### src/rtl/axi_default_slave.sv
// axi_default_slave
//   Default AXI4 slave for addresses that decode to no mapped slave. It accepts
//   every burst and answers with DECERR: a write burst is drained and gets one
//   B response, and a read burst gets ARLEN+1 zero-data R beats. The write and
//   read channels run independently, with one outstanding transaction on each.
//
// Optional feature (macro DEFAULT_SLAVE_ERR_LOG_EN):
//   err_addr_o holds the address of the most recently accepted AW or AR. When
//   both are accepted in the same cycle, the AW address is kept. err_cnt_o
//   counts accepted address handshakes and saturates at all-ones.
//
// Ports:
//   clk_i, rst_ni            clock, synchronous active-low reset
//   aw*_i / awready_o        write address channel (awlen_i is ignored)
//   w*_i / wready_o          write data channel (data is discarded)
//   b*_o / bready_i          write response channel
//   ar*_i / arready_o        read address channel
//   r*_o / rready_i          read data channel
//   err_addr_o, err_cnt_o    error log outputs (only with the macro defined)
//
// States:
//   W_IDLE | waiting for an AW, awready_o=1
//   W_DATA | draining W beats until WLAST, wready_o=1
//   W_RESP | presenting the DECERR B response
//   R_IDLE | waiting for an AR, arready_o=1
//   R_DATA | returning DECERR beats until the captured length is reached
module axi_default_slave #(
  parameter int IdWidth   = 4,
  parameter int DataWidth = 32,
  parameter int AddrWidth = 32,
  parameter int CntWidth  = 16
) (
  input  logic                 clk_i,
  input  logic                 rst_ni,
  input  logic [IdWidth-1:0]   awid_i,
  input  logic [AddrWidth-1:0] awaddr_i,
  input  logic [7:0]           awlen_i,
  input  logic                 awvalid_i,
  output logic                 awready_o,
  input  logic [DataWidth-1:0] wdata_i,
  input  logic                 wlast_i,
  input  logic                 wvalid_i,
  output logic                 wready_o,
  output logic [IdWidth-1:0]   bid_o,
  output logic [1:0]           bresp_o,
  output logic                 bvalid_o,
  input  logic                 bready_i,
  input  logic [IdWidth-1:0]   arid_i,
  input  logic [AddrWidth-1:0] araddr_i,
  input  logic [7:0]           arlen_i,
  input  logic                 arvalid_i,
  output logic                 arready_o,
  output logic [IdWidth-1:0]   rid_o,
  output logic [DataWidth-1:0] rdata_o,
  output logic [1:0]           rresp_o,
  output logic                 rlast_o,
  output logic                 rvalid_o,
  input  logic                 rready_i
`ifdef DEFAULT_SLAVE_ERR_LOG_EN
  ,
  output logic [AddrWidth-1:0] err_addr_o,
  output logic [CntWidth-1:0]  err_cnt_o
`endif
);

  localparam logic [1:0] RespDecErr = 2'b11;
  localparam logic [1:0] RespOkay   = 2'b00;

  // ---------------------------------------------------------------- write
  typedef enum logic [1:0] {W_IDLE, W_DATA, W_RESP} w_state_t;

  w_state_t           w_state, w_state_next;
  logic [IdWidth-1:0] bid_next;

  always_comb begin
    w_state_next = w_state;
    bid_next     = bid_o;
    case (w_state)
      W_IDLE: begin
        if (awvalid_i) begin
          w_state_next = W_DATA;
          bid_next     = awid_i;
        end
      end
      W_DATA: begin
        if (wvalid_i && wlast_i) w_state_next = W_RESP;
      end
      W_RESP: begin
        if (bready_i) w_state_next = W_IDLE;
      end
      default: w_state_next = W_IDLE;
    endcase
  end

  // Outputs are decoded from the next state so that they are flops of their own.
  always_ff @(posedge clk_i) begin
    if (!rst_ni) begin
      w_state   <= W_IDLE;
      awready_o <= 1'b1;
      wready_o  <= 1'b0;
      bvalid_o  <= 1'b0;
      bresp_o   <= RespOkay;
      bid_o     <= '0;
    end else begin
      w_state   <= w_state_next;
      awready_o <= (w_state_next == W_IDLE);
      wready_o  <= (w_state_next == W_DATA);
      bvalid_o  <= (w_state_next == W_RESP);
      bresp_o   <= (w_state_next == W_RESP) ? RespDecErr : RespOkay;
      bid_o     <= bid_next;
    end
  end

  // ----------------------------------------------------------------- read
  typedef enum logic {R_IDLE, R_DATA} r_state_t;

  r_state_t           r_state, r_state_next;
  logic [IdWidth-1:0] rid_next;
  logic [7:0]         r_len, r_len_next;
  logic [7:0]         r_cnt, r_cnt_next;
  logic               rlast_next;

  always_comb begin
    r_state_next = r_state;
    rid_next     = rid_o;
    r_len_next   = r_len;
    r_cnt_next   = r_cnt;
    case (r_state)
      R_IDLE: begin
        if (arvalid_i) begin
          r_state_next = R_DATA;
          rid_next     = arid_i;
          r_len_next   = arlen_i;
          r_cnt_next   = 8'd0;
        end
      end
      R_DATA: begin
        if (rready_i) begin
          // The counter is not advanced on the last beat, so a 256-beat
          // burst never wraps it.
          if (rlast_o) r_state_next = R_IDLE;
          else         r_cnt_next   = r_cnt + 8'd1;
        end
      end
      default: r_state_next = R_IDLE;
    endcase
    rlast_next = (r_state_next == R_DATA) && (r_cnt_next == r_len_next);
  end

  always_ff @(posedge clk_i) begin
    if (!rst_ni) begin
      r_state   <= R_IDLE;
      arready_o <= 1'b1;
      rvalid_o  <= 1'b0;
      rresp_o   <= RespOkay;
      rlast_o   <= 1'b0;
      rid_o     <= '0;
      r_len     <= 8'd0;
      r_cnt     <= 8'd0;
    end else begin
      r_state   <= r_state_next;
      arready_o <= (r_state_next == R_IDLE);
      rvalid_o  <= (r_state_next == R_DATA);
      rresp_o   <= (r_state_next == R_DATA) ? RespDecErr : RespOkay;
      rlast_o   <= rlast_next;
      rid_o     <= rid_next;
      r_len     <= r_len_next;
      r_cnt     <= r_cnt_next;
    end
  end

  assign rdata_o = '0;

  // ------------------------------------------------------------ error log
`ifdef DEFAULT_SLAVE_ERR_LOG_EN
  logic              aw_hs, ar_hs;
  logic [CntWidth:0] cnt_sum;

  assign aw_hs   = awvalid_i && awready_o;
  assign ar_hs   = arvalid_i && arready_o;
  // One extra bit catches the carry for saturation.
  assign cnt_sum = {1'b0, err_cnt_o} + (CntWidth+1)'(aw_hs) + (CntWidth+1)'(ar_hs);

  always_ff @(posedge clk_i) begin
    if (!rst_ni) begin
      err_addr_o <= '0;
      err_cnt_o  <= '0;
    end else begin
      if (aw_hs)      err_addr_o <= awaddr_i;
      else if (ar_hs) err_addr_o <= araddr_i;
      err_cnt_o <= cnt_sum[CntWidth] ? {CntWidth{1'b1}} : cnt_sum[CntWidth-1:0];
    end
  end

  logic unused_inputs;
  assign unused_inputs = ^{awlen_i, wdata_i};
`else
  logic unused_inputs;
  assign unused_inputs = ^{awlen_i, wdata_i, awaddr_i, araddr_i};
`endif

endmodule

### config.mk
export PLATFORM = sky130hd
export DESIGN_NAME = axi_default_slave
export DESIGN_NICKNAME = d
export VERILOG_FILES = /design/src/rtl/axi_default_slave.sv
export SDC_FILE = /design/constraint.sdc
export NUM_CORES = 1
export LEC_CHECK = 0
export ABC_AREA = 1
export BUFFER_PORTS_ARGS = -buffer_cell sky130_fd_sc_hd__buf_2
export CAP_MARGIN = 25
export CORE_ASPECT_RATIO = 0.7
export CORE_MARGIN = 2
export CORE_UTILIZATION = 32
export DETAILED_ROUTE_END_ITERATION = 8
export HOLD_SLACK_MARGIN = 0.1
export PLACE_DENSITY = 0.85
export SLEW_MARGIN = 20
export SYNTH_ARGS = -nofsm -noshare
export SYNTH_HDL_FRONTEND = slang
export SYNTH_SLANG_ARGS = --single-unit
### constraint.sdc
create_clock -name clk_i -period 1.3 [get_ports clk_i]
set_clock_uncertainty 0.1 [all_clocks]
set_input_delay 0.26 -clock clk_i [delete_from_list [all_inputs] [get_ports clk_i]]
set_output_delay 0.26 -clock clk_i [all_outputs]
set_load 0.02 [all_outputs]
==> metrics.txt, run 1 <==
outcome finished with violations; violated checks negative setup slack; Initial Util 33.20%; crit path DAT about 1700 ps; period utilisation layout 121.7%; RR Startpoint rresp_o[0]; hold crit path type primary input to flip-flop; post-layout net count 446; crit-path cells nand3_4 -> nor2_4 -> nand2_2 -> nand2_2 -> buf_4 -> nand3_1 -> nand2_1 -> nor2_2 -> nand2_1 -> nor2_2; Final Hold Slack 105.7 ps; # fillers between 500 and 600; num rows 22; Clock Path Buffers 2; WHS Path Cells 3; die height about 66 um; buffers added on ports approximately 40; Final Max Tran Viols 0; final WL about 4100 um; highest clock rate about 630 MHz; I/O pin count between 150 and 200; clock root cell clkbuf_8; GRT Overall Usage 13.56%; die area just over 0.006 mm^2; VDD IR max a little under 700 uV; Syn Area/Cell 7.183 um^2; Leak approximately 1.2 nW; final hold violation count 0; fin cells between 300 and 400; most common cell after layout, fill and taps aside nand2_1; chip width between 90 and 100 um; crit path kind flip-flop to flip-flop; CP Launch Type flip-flop; worst r2r path cells 10; Crit Path Max Fanout 6; area of the multi-input gates approximately 960 um^2; Clock Sinks 32; diodes inserted 0; FF+latch area about 650 um^2; # DRC 0; Crit path largest cell delay about 450 ps; Post-synth EDFFs 0; antenna-violating nets left 0; slowest CP cell dfxtp_4; total power approximately 0.0026 W; asr flop ratio synth 0%; Max-Cap Viols 0; clock slew at reported path FFs 70 ps; Inst Count DP around 370; Synth Warn # 0; HP Start arid_i[3]; largest net degree at the start of global routing 21; DR iter-0 viols around 70; Worst setup EP type flip-flop; Pre-Repair DR Iteration Count 4; GR Overflow Total 0; Distinct cells, synth 27; htree depth 2; dpl hpwl 2883 um; power per standard cell area ~1100 mW/mm^2; Placement Setup Slack -250.5 ps; WP data required ~1400 ps; Hold EP rid_o[3]; RSZ-0062 raised after global routing yes; commonest cells after routing, fill and taps aside nand2_1, buf_2, nor2_1, conb_1; RePlAce Congestion 0.7721; Critical R2R Capture rlast_o; cts bufs inserted 5; Mapped Cells about 240; vias per cell between 4 and 5; final setup vio count 11; Synth Register Bits 32; WL/cell approximately 10 um; Layout area overhead 37.35%; detailed-route via count around 1,600; Final WS setup -282.7 ps; initial antenna violation count 0; Cell Area, Synth between 0.0015 and 0.002 mm^2; FF-to-FF setup slack -280 ps; layout cells sized above 1 a little under two fifths; vias in the first global route around 1,500; first-pass GRT wire length about 6400 um; clock latency on the worst-skew pair slightly below 300 ps; CTS tree done; Seq/Total Area, Yosys a little under two fifths; ys flop type dfxtp_1; Core Area around 0.0053 mm^2; minimum clock period around 1600 ps
through the flow:
step	cell area (um^2)	setup TNS (ps)	util (%)
floorplan	1893	-148.4	-
global placement	2079	-345.8	39.55
global route	2397	-1497	45.60
detailed placement	2079	-558.2	39.55
finish	2397	-1010	45.60
CTS	2256	-826.1	42.91
worst max path at each step:
| stage | to | cells after the start | slack [ps] | startpoint |
|---|---|---|---|---|
| 3_5_place_dp | rlast_o | 11 | -250 | r_cnt[0] |
| 2_1_floorplan | rlast_o | 12 | -150 | rresp_o[0] |
| 3_3_place_gp | rlast_o | 11 | -210 | r_cnt[0] |
| 5_1_grt | rlast_o | 10 | -330 | rresp_o[0] |
| 4_1_cts | rlast_o | 10 | -230 | rresp_o[0] |
| 6_report | rlast_o | 10 | -280 | rresp_o[0] |
report_power, final:
group	internal (W)	leakage (nW)	switching, W	total, W
clock network	0.000568	0.0552	0.000380	0.000949
registers	0.00104	0.264	0.0000331	0.00107
logic	0.000211	0.856	0.000350	0.000561
cell families after synthesis:
| group | after synthesis | share of synthesized area (%) |
|---|---|---|
| other | 1 | 0.2148 |
| XOR/XNOR | 1 | 0.5019 |
| multiplexers | 1 | 0.5735 |
| AND/OR/NAND/NOR | 122 | 32.11 |
| buffers and inverters | 61 | 21.86 |
| AO/OA/AOI/OAI | 24 | 7.312 |
| adder cells (fa/ha/maj) | 1 | 0.7167 |
| flip-flops | 32 | 36.70 |
flip-flops by register name (all words and copies together) (netlist names):
register   flops
rid_o          4
r_cnt          8
bid_o          4
rresp_o        1
awready_o      1
bresp_o        1
wready_o       1
r_len          8
w_state        2
rlast_o        1
arready_o      1
what timing repair did:
action	in CTS	in global routing
hold endpoints to repair	3	0
hold buffers	3	0
gates resized for setup	6	33
setup buffers	2	4
endpoints found under the setup margin	11	15
pin swaps	8	9
synth_stat cells, types with 2 or more instances:
| cell | number | area [um^2] |
|---|---|---|
| nand3_1 | 22 | 110.1 |
| nor2_2 | 3 | 18.77 |
| nand2_1 | 50 | 187.7 |
| buf_4 | 36 | 270.3 |
| o21ai_1 | 3 | 15.01 |
| nand2_2 | 4 | 25.02 |
| a21oi_1 | 10 | 50.05 |
| dfxtp_1 | 32 | 640.6 |
| o21ai_0 | 9 | 45.04 |
| or2_1 | 2 | 12.51 |
| buf_6 | 2 | 22.52 |
| nor2_1 | 36 | 135.1 |
| inv_1 | 17 | 63.81 |
| nor2_4 | 2 | 22.52 |
| inv_2 | 3 | 11.26 |
layer usage:
layer	track usage [%]	wire length [um]	share of wire, %	vias to the layer above
met3	4.675	288	7.0	6
li1	-	-	-	838
met2	21.51	1968	48	58
met1	16.41	1763	43	731
met4	7.090	70	1.7	0
met5	0	0	0	-
worst max-delay path: cells and delay by family, from the launching register on:
family | cells | cell delay, ps
flip-flops | 1 | 450
AND/OR/NAND/NOR | 9 | 820
buffers and inverters | 1 | 100
layout make-up:
class / instances / area share, %
Tap cell: 72 / 3.758
Clock inverter: 2 / 1.461
Inverter: 21 / 3.601
Sequential cell: 32 / 26.98
Multi-Input combinational cell: 181 / 40.08
Clock buffer: 6 / 3.027
Timing Repair Buffer: 76 / 21.09
(Power assumes the default switching activity.)
==> run 2: changes to the inputs <==
--- a/config.mk
+++ b/config.mk
@@ -10,10 +10,11 @@
 export CAP_MARGIN = 25
 export CORE_ASPECT_RATIO = 0.7
 export CORE_MARGIN = 2
-export CORE_UTILIZATION = 32
+export CORE_UTILIZATION = 33
+export CTS_BUF_LIST = sky130_fd_sc_hd__clkbuf_8
 export DETAILED_ROUTE_END_ITERATION = 8
 export HOLD_SLACK_MARGIN = 0.1
-export PLACE_DENSITY = 0.85
+export PLACE_DENSITY = 0.87
 export SLEW_MARGIN = 20
 export SYNTH_ARGS = -nofsm -noshare
 export SYNTH_HDL_FRONTEND = slang
==> metrics.txt, run 2 (same netlist as run 1, synthesis figures left out) <==
most common cell after layout, fill and taps aside nand2_1; Worst setup EP type flip-flop; GR Overflow Total 0; violated checks negative setup slack; commonest cells after routing, fill and taps aside nand2_1, buf_2, nor2_1, conb_1, dfxtp_1; htree depth 2; die area 0.005896 mm^2; CP Launch Type flip-flop; CTS tree done; Gate power share between 20% and 30%; sequential power share about two fifths; Leak ~1.2 nW; power per standard cell area 1106 mW/mm^2; hold crit path type primary input to flip-flop; RePlAce Congestion 0.8211; Core Area slightly above 0.005 mm^2; cts bufs inserted 5; chip width a little over 90 um; Layout area overhead 34.19%; final setup vio count 8; I/O pin count around 180; initial antenna violation count 0; Clock Sinks 32; dpl hpwl ~2800 um; # DRC 0; first-pass GRT wire length roughly 6500 um; buffers added on ports 41; setup TNS -885.6 ps; Final WS setup -255.6 ps; final WL just over 4000 um; vias per cell around 4.2; biggest regs r_cnt (8), r_len (8); WL/cell between 10 and 15 um; num rows 22; WP data required 1430 ps; crit path DAT about 1700 ps; largest net degree at the start of global routing 21; DR iter-0 viols 48; internal power around 0.0018 W; VDD IR max 562.2 uV; layout cells sized above 1 a little over a third; clock slew at reported path FFs about 70 ps; Crit Path Max Fanout 6; clock root cell clkbuf_8; minimum clock period between 1500 and 2000 ps; clock latency on the worst-skew pair between 200 and 300 ps; Clock Path Buffers 2; detailed-route via count about 1,600; Initial Util between 30% and 40%; diodes inserted 0; die height 64.85 um; GRT Overall Usage between 10% and 20%; final hold violation count 0; period utilisation layout 119.7%; crit path kind flip-flop to flip-flop; Clock Power Share a little under two fifths; total power about 0.0026 W; sw power a little under 0.0008 W; sw frac ~30%; post-layout net count 446; vias in the first global route about 1,500; Post-DP Area approximately 0.0021 mm^2; final instance area between 0.002 and 0.0025 mm^2; RSZ-0062 raised after global routing yes; outcome finished with violations; Pre-Repair DR Iteration Count 5; antenna-violating nets left 0; Max-Cap Viols 0; highest clock rate about 640 MHz; Final Max Tran Viols 0
-- run 2: cell count changes in the layout (fill, tap and decap cells not counted), moves of 2 or more --
cell and delta:
nand2_1 +4, nand2_2 -4, buf_2 +3, buf_4 -2, buf_6 -2, nand3_2 +2
nand3_4 -2
-- run 2: power groups by stage --
stage,logic [W],clock network (W),registers (W)
after CTS,0.000543,0.000962,0.00107
after global routing,0.000620,0.00100,0.00108
after global placement,0.000503,0,0.00109
final,0.000566,0.000950,0.00107
after floorplan,0.000389,0,0.00112
after detailed placement,0.000512,0,0.00109
-- run 2: final timing paths --
| kind | from | end | slack (ps) | depth (start not counted) |
|---|---|---|---|---|
| worst max register to register | rresp_o[0] | rlast_o | -260 | 10 |
| worst max-delay path | rresp_o[0] | rlast_o | -260 | 10 |
| worst min register to register | rid_o[1] | rid_o[1] | 380 | 2 |
| worst min-delay path | arid_i[0] | rid_o[0] | 110 | 3 |
-- run 2: timing repair --
| item | 4_1_cts | 5_1_grt |
|---|---|---|
| resized for setup | 9 | 15 |
| cloned | 1 | 0 |
| buffers inserted | 3 | 3 |
| endpoints found under the setup margin | 11 | 18 |
| hold buffers | 3 | 0 |
| hold endpoints to repair | 3 | 0 |
| pin swaps | 3 | 3 |
-- run 2: cell type report --
class	count	area, um^2
flip-flops and latches	32	645.6
inverters	21	86.33
well taps	72	90.09
repair buffers	75	483.0
multi-input cells	182	929.6
clock inverters	3	38.79
fillers	528	2833
clock buffers	5	68.82
-- run 2: per-layer routing --
metal	vias up	routed length [um]	GRT usage (%)
li1	840	-	-
met1	740	1874	17.28
met2	64	1923	24.07
met3	3	288	3.721
met4	0	29	4.545
met5	-	0	0
-- run 2: metrics by stage --
stage          util [%]  hold WS, ps  std cells  worst slack, ps
5_1_grt           45.26        119.7        390           -345.1
4_1_cts           44.20        106.5        389           -215.6
3_5_place_dp      40.47        370.8        375           -275.6
6_report          45.26        110.6        390           -255.6
2_1_floorplan         -        294.9        274           -148.4
3_3_place_gp      40.47        359.2        375           -244.5
-- run 2: critical path: stages, from the launching register on --
cell and delay, ps:
dfxtp_4 450, nand3_4 140, nor2_4 150, nand2_1 70, nand2_1 80, nand2_1 70, nand2_1 70, nand3_1 80
nor2_1 110, nand2_1 80, nor2_2 80
==> run 3: changes to the inputs <==
--- a/config.mk
+++ b/config.mk
@@ -5,16 +5,15 @@
 export SDC_FILE = /design/constraint.sdc
 export NUM_CORES = 1
 export LEC_CHECK = 0
-export ABC_AREA = 1
 export BUFFER_PORTS_ARGS = -buffer_cell sky130_fd_sc_hd__buf_2
 export CAP_MARGIN = 25
 export CORE_ASPECT_RATIO = 0.7
 export CORE_MARGIN = 2
-export CORE_UTILIZATION = 33
+export CORE_UTILIZATION = 34
 export CTS_BUF_LIST = sky130_fd_sc_hd__clkbuf_8
 export DETAILED_ROUTE_END_ITERATION = 8
 export HOLD_SLACK_MARGIN = 0.1
-export PLACE_DENSITY = 0.87
+export PLACE_DENSITY = 0.84
 export SLEW_MARGIN = 20
 export SYNTH_ARGS = -nofsm -noshare
 export SYNTH_HDL_FRONTEND = slang
==> metrics.txt, run 3 <==
Simple-Gate Fraction of Synth Area 20.79%; final setup vio count 17; DR iter-0 viols between 60 and 70; synth cell count leaders buf_4, dfxtp_1, nand2_1, xnor2_1, a21boi_0; largest family of logic cells by synthesized area simple AND/OR/NAND/NOR gates; RR Startpoint r_cnt[2]; initial antenna violation count 0; dpl hpwl about 3200 um; count leader, synth buf_4; WP data required roughly 1400 ps; clock latency on the worst-skew pair just under 300 ps; slowest CP cell dfxtp_4; Core Area around 0.0052 mm^2; highest clock rate between 600 and 700 MHz; largest net degree at the start of global routing 13; CP startpoint r_cnt[2]; Post-synth EDFFs 0; htree depth 2; die height approximately 65 um; crit-path cells nand4_4 -> buf_6 -> nor3_4 -> xnor2_1 -> a31oi_1 -> a2111oi_2; most common cell after layout, fill and taps aside buf_2; # fillers ~470; Inst Count DP 343; FF-to-FF setup slack -360 ps; Critical R2R Capture rlast_o; Max-Cap Viols 0; antenna-violating nets left 0; final instance area 0.002690 mm^2; clock root cell clkbuf_8; Crit path largest cell delay roughly 410 ps; vias in the first global route between 1,500 and 2,000; Pre-Repair DR Iteration Count 4; Syn Area/Cell roughly 8.6 um^2; GRT Overall Usage around 16%; Clock Sinks 32; Crit Path Max Fanout 6; crit path kind flip-flop to flip-flop; Final Max Tran Viols 0; worst r2r path cells 6; WL/cell around 13 um; diodes inserted 0; Placement Setup Slack -523.2 ps; GR Overflow Total 0; Mapped Cells between 200 and 250; Initial Util a little over a third; violated checks negative setup slack; cts bufs inserted 5; total power ~0.0027 W; Synth Area in Compound Gates about an eighth; Layout area overhead 48.48%; detailed-route via count 1,615; first-pass GRT wire length about 7200 um; I/O pin count ~180; vias per cell 4.499; Synth Register Bits 32; XOR/XNOR Fraction of Synth Area between 8 and 9%; Leak 1.206 nW; asr flop ratio synth 0%; Seq/Total Area, Yosys 35.36%; buffers added on ports around 40; final WL approximately 4600 um; top-area cell type share of the netlist area 35.36%; clock slew at reported path FFs approximately 70 ps; Final WS setup -363.3 ps; CP Launch Type flip-flop; fin util 51.71%; hold crit path type primary input to flip-flop; CP endpoint rlast_o; # DRC 0; commonest cells after routing, fill and taps aside buf_2, conb_1, buf_4, dfxtp_1, nand2_1; leading area contributor after synthesis dfxtp_1; RSZ-0062 raised after global routing yes; Post-DP Area ~0.0022 mm^2; ys flop type dfxtp_1; Cell Area, Synth 0.001812 mm^2; layout cells sized above 1 between 40% and 50%; crit path DAT around 1800 ps; die area 0.005938 mm^2; biggest regs r_cnt (8), r_len (8); Clock Path Buffers 2; post-layout net count 415; Distinct cells, synth 39; Synth Warn # 0; RePlAce Congestion 0.8692; final hold violation count 0; power per standard cell area approximately 1000 mW/mm^2; minimum clock period between 1500 and 2000 ps; outcome finished with violations; VDD IR max ~670 uV; Worst setup EP type flip-flop; period utilisation layout 127.9%; Adder-Cell Fraction of Synth Area less than 1%; mux cell area share after synthesis 2.762%; chip width 91.25 um; CTS tree done; fin cells between 300 and 400; num rows 22; top post-synthesis cells by area dfxtp_1, buf_4, xnor2_1
run 3: worst min path at each step:
stage | start | endpoint | cells after the start
floorplan | wlast_i | w_state[0] | 1
global placement | rid_o[1] | rid_o[1] | 2
detailed placement | rid_o[1] | rid_o[1] | 2
CTS | arlen_i[4] | r_len[4] | 3
global route | arid_i[1] | rid_o[1] | 3
finish | arid_i[3] | rid_o[3] | 3
run 3: final cells by class:
| cell class | count | area [um^2] | area share, % |
|---|---|---|---|
| tap | 72 | 90.09 | 3.349 |
| inverter | 3 | 11.26 | 0.4186 |
| clock inverter | 1 | 30.03 | 1.116 |
| multi-input combinational | 160 | 1187 | 44.14 |
| clock buffer | 7 | 96.34 | 3.581 |
| sequential | 32 | 664.4 | 24.70 |
| timing repair buffer | 84 | 610.6 | 22.70 |
run 3: what timing repair did:
action | CTS | global route
gates resized for setup | 55 | 26
pin swaps | 18 | 17
endpoints found under the hold margin | 3 | 0
setup buffers | 8 | 4
gates cloned | 1 | 0
setup endpoints to repair | 24 | 25
hold buffers | 3 | 0
run 3: cell families after synthesis:
| kind of cell | count (synthesis) |
|---|---|
| buf+inv | 49 |
| flops | 32 |
| mux | 5 |
| other cells | 1 |
| xor+xnor | 17 |
| fa+ha+maj | 1 |
| compound gates | 33 |
| simple gates | 72 |
run 3: per-stage QoR:
stage	setup TNS [ps]	hold WS (ps)
floorplan	-902.3	271.0
global placement	-3235	347.7
detailed placement	-4051	358.6
CTS	-1789	92.77
global route	-3009	105.3
finish	-1811	108.2
run 3: critical path, delay by kind of cell, from the launching register on:
family / cells / cell delay (ps)
buf+inv: 1 / 180
xor+xnor: 1 / 170
simple gates: 2 / 370
flops: 1 / 410
compound gates: 2 / 320
run 3: power by group:
part	switching [W]	internal, W	leakage (nW)
clock network	0.000387	0.000676	0.0645
logic	0.000317	0.000234	0.874
registers	0.0000404	0.00102	0.268
total	0.000745	0.00193	1.21
run 3: metal layers:
metal | track usage, % | vias up | wire [um]
li1 | - | 796 | -
met1 | 21.34 | 762 | 2146
met2 | 24.91 | 50 | 2082
met3 | 4.186 | 7 | 250
met4 | 5.682 | 0 | 71
met5 | 0 | - | 0
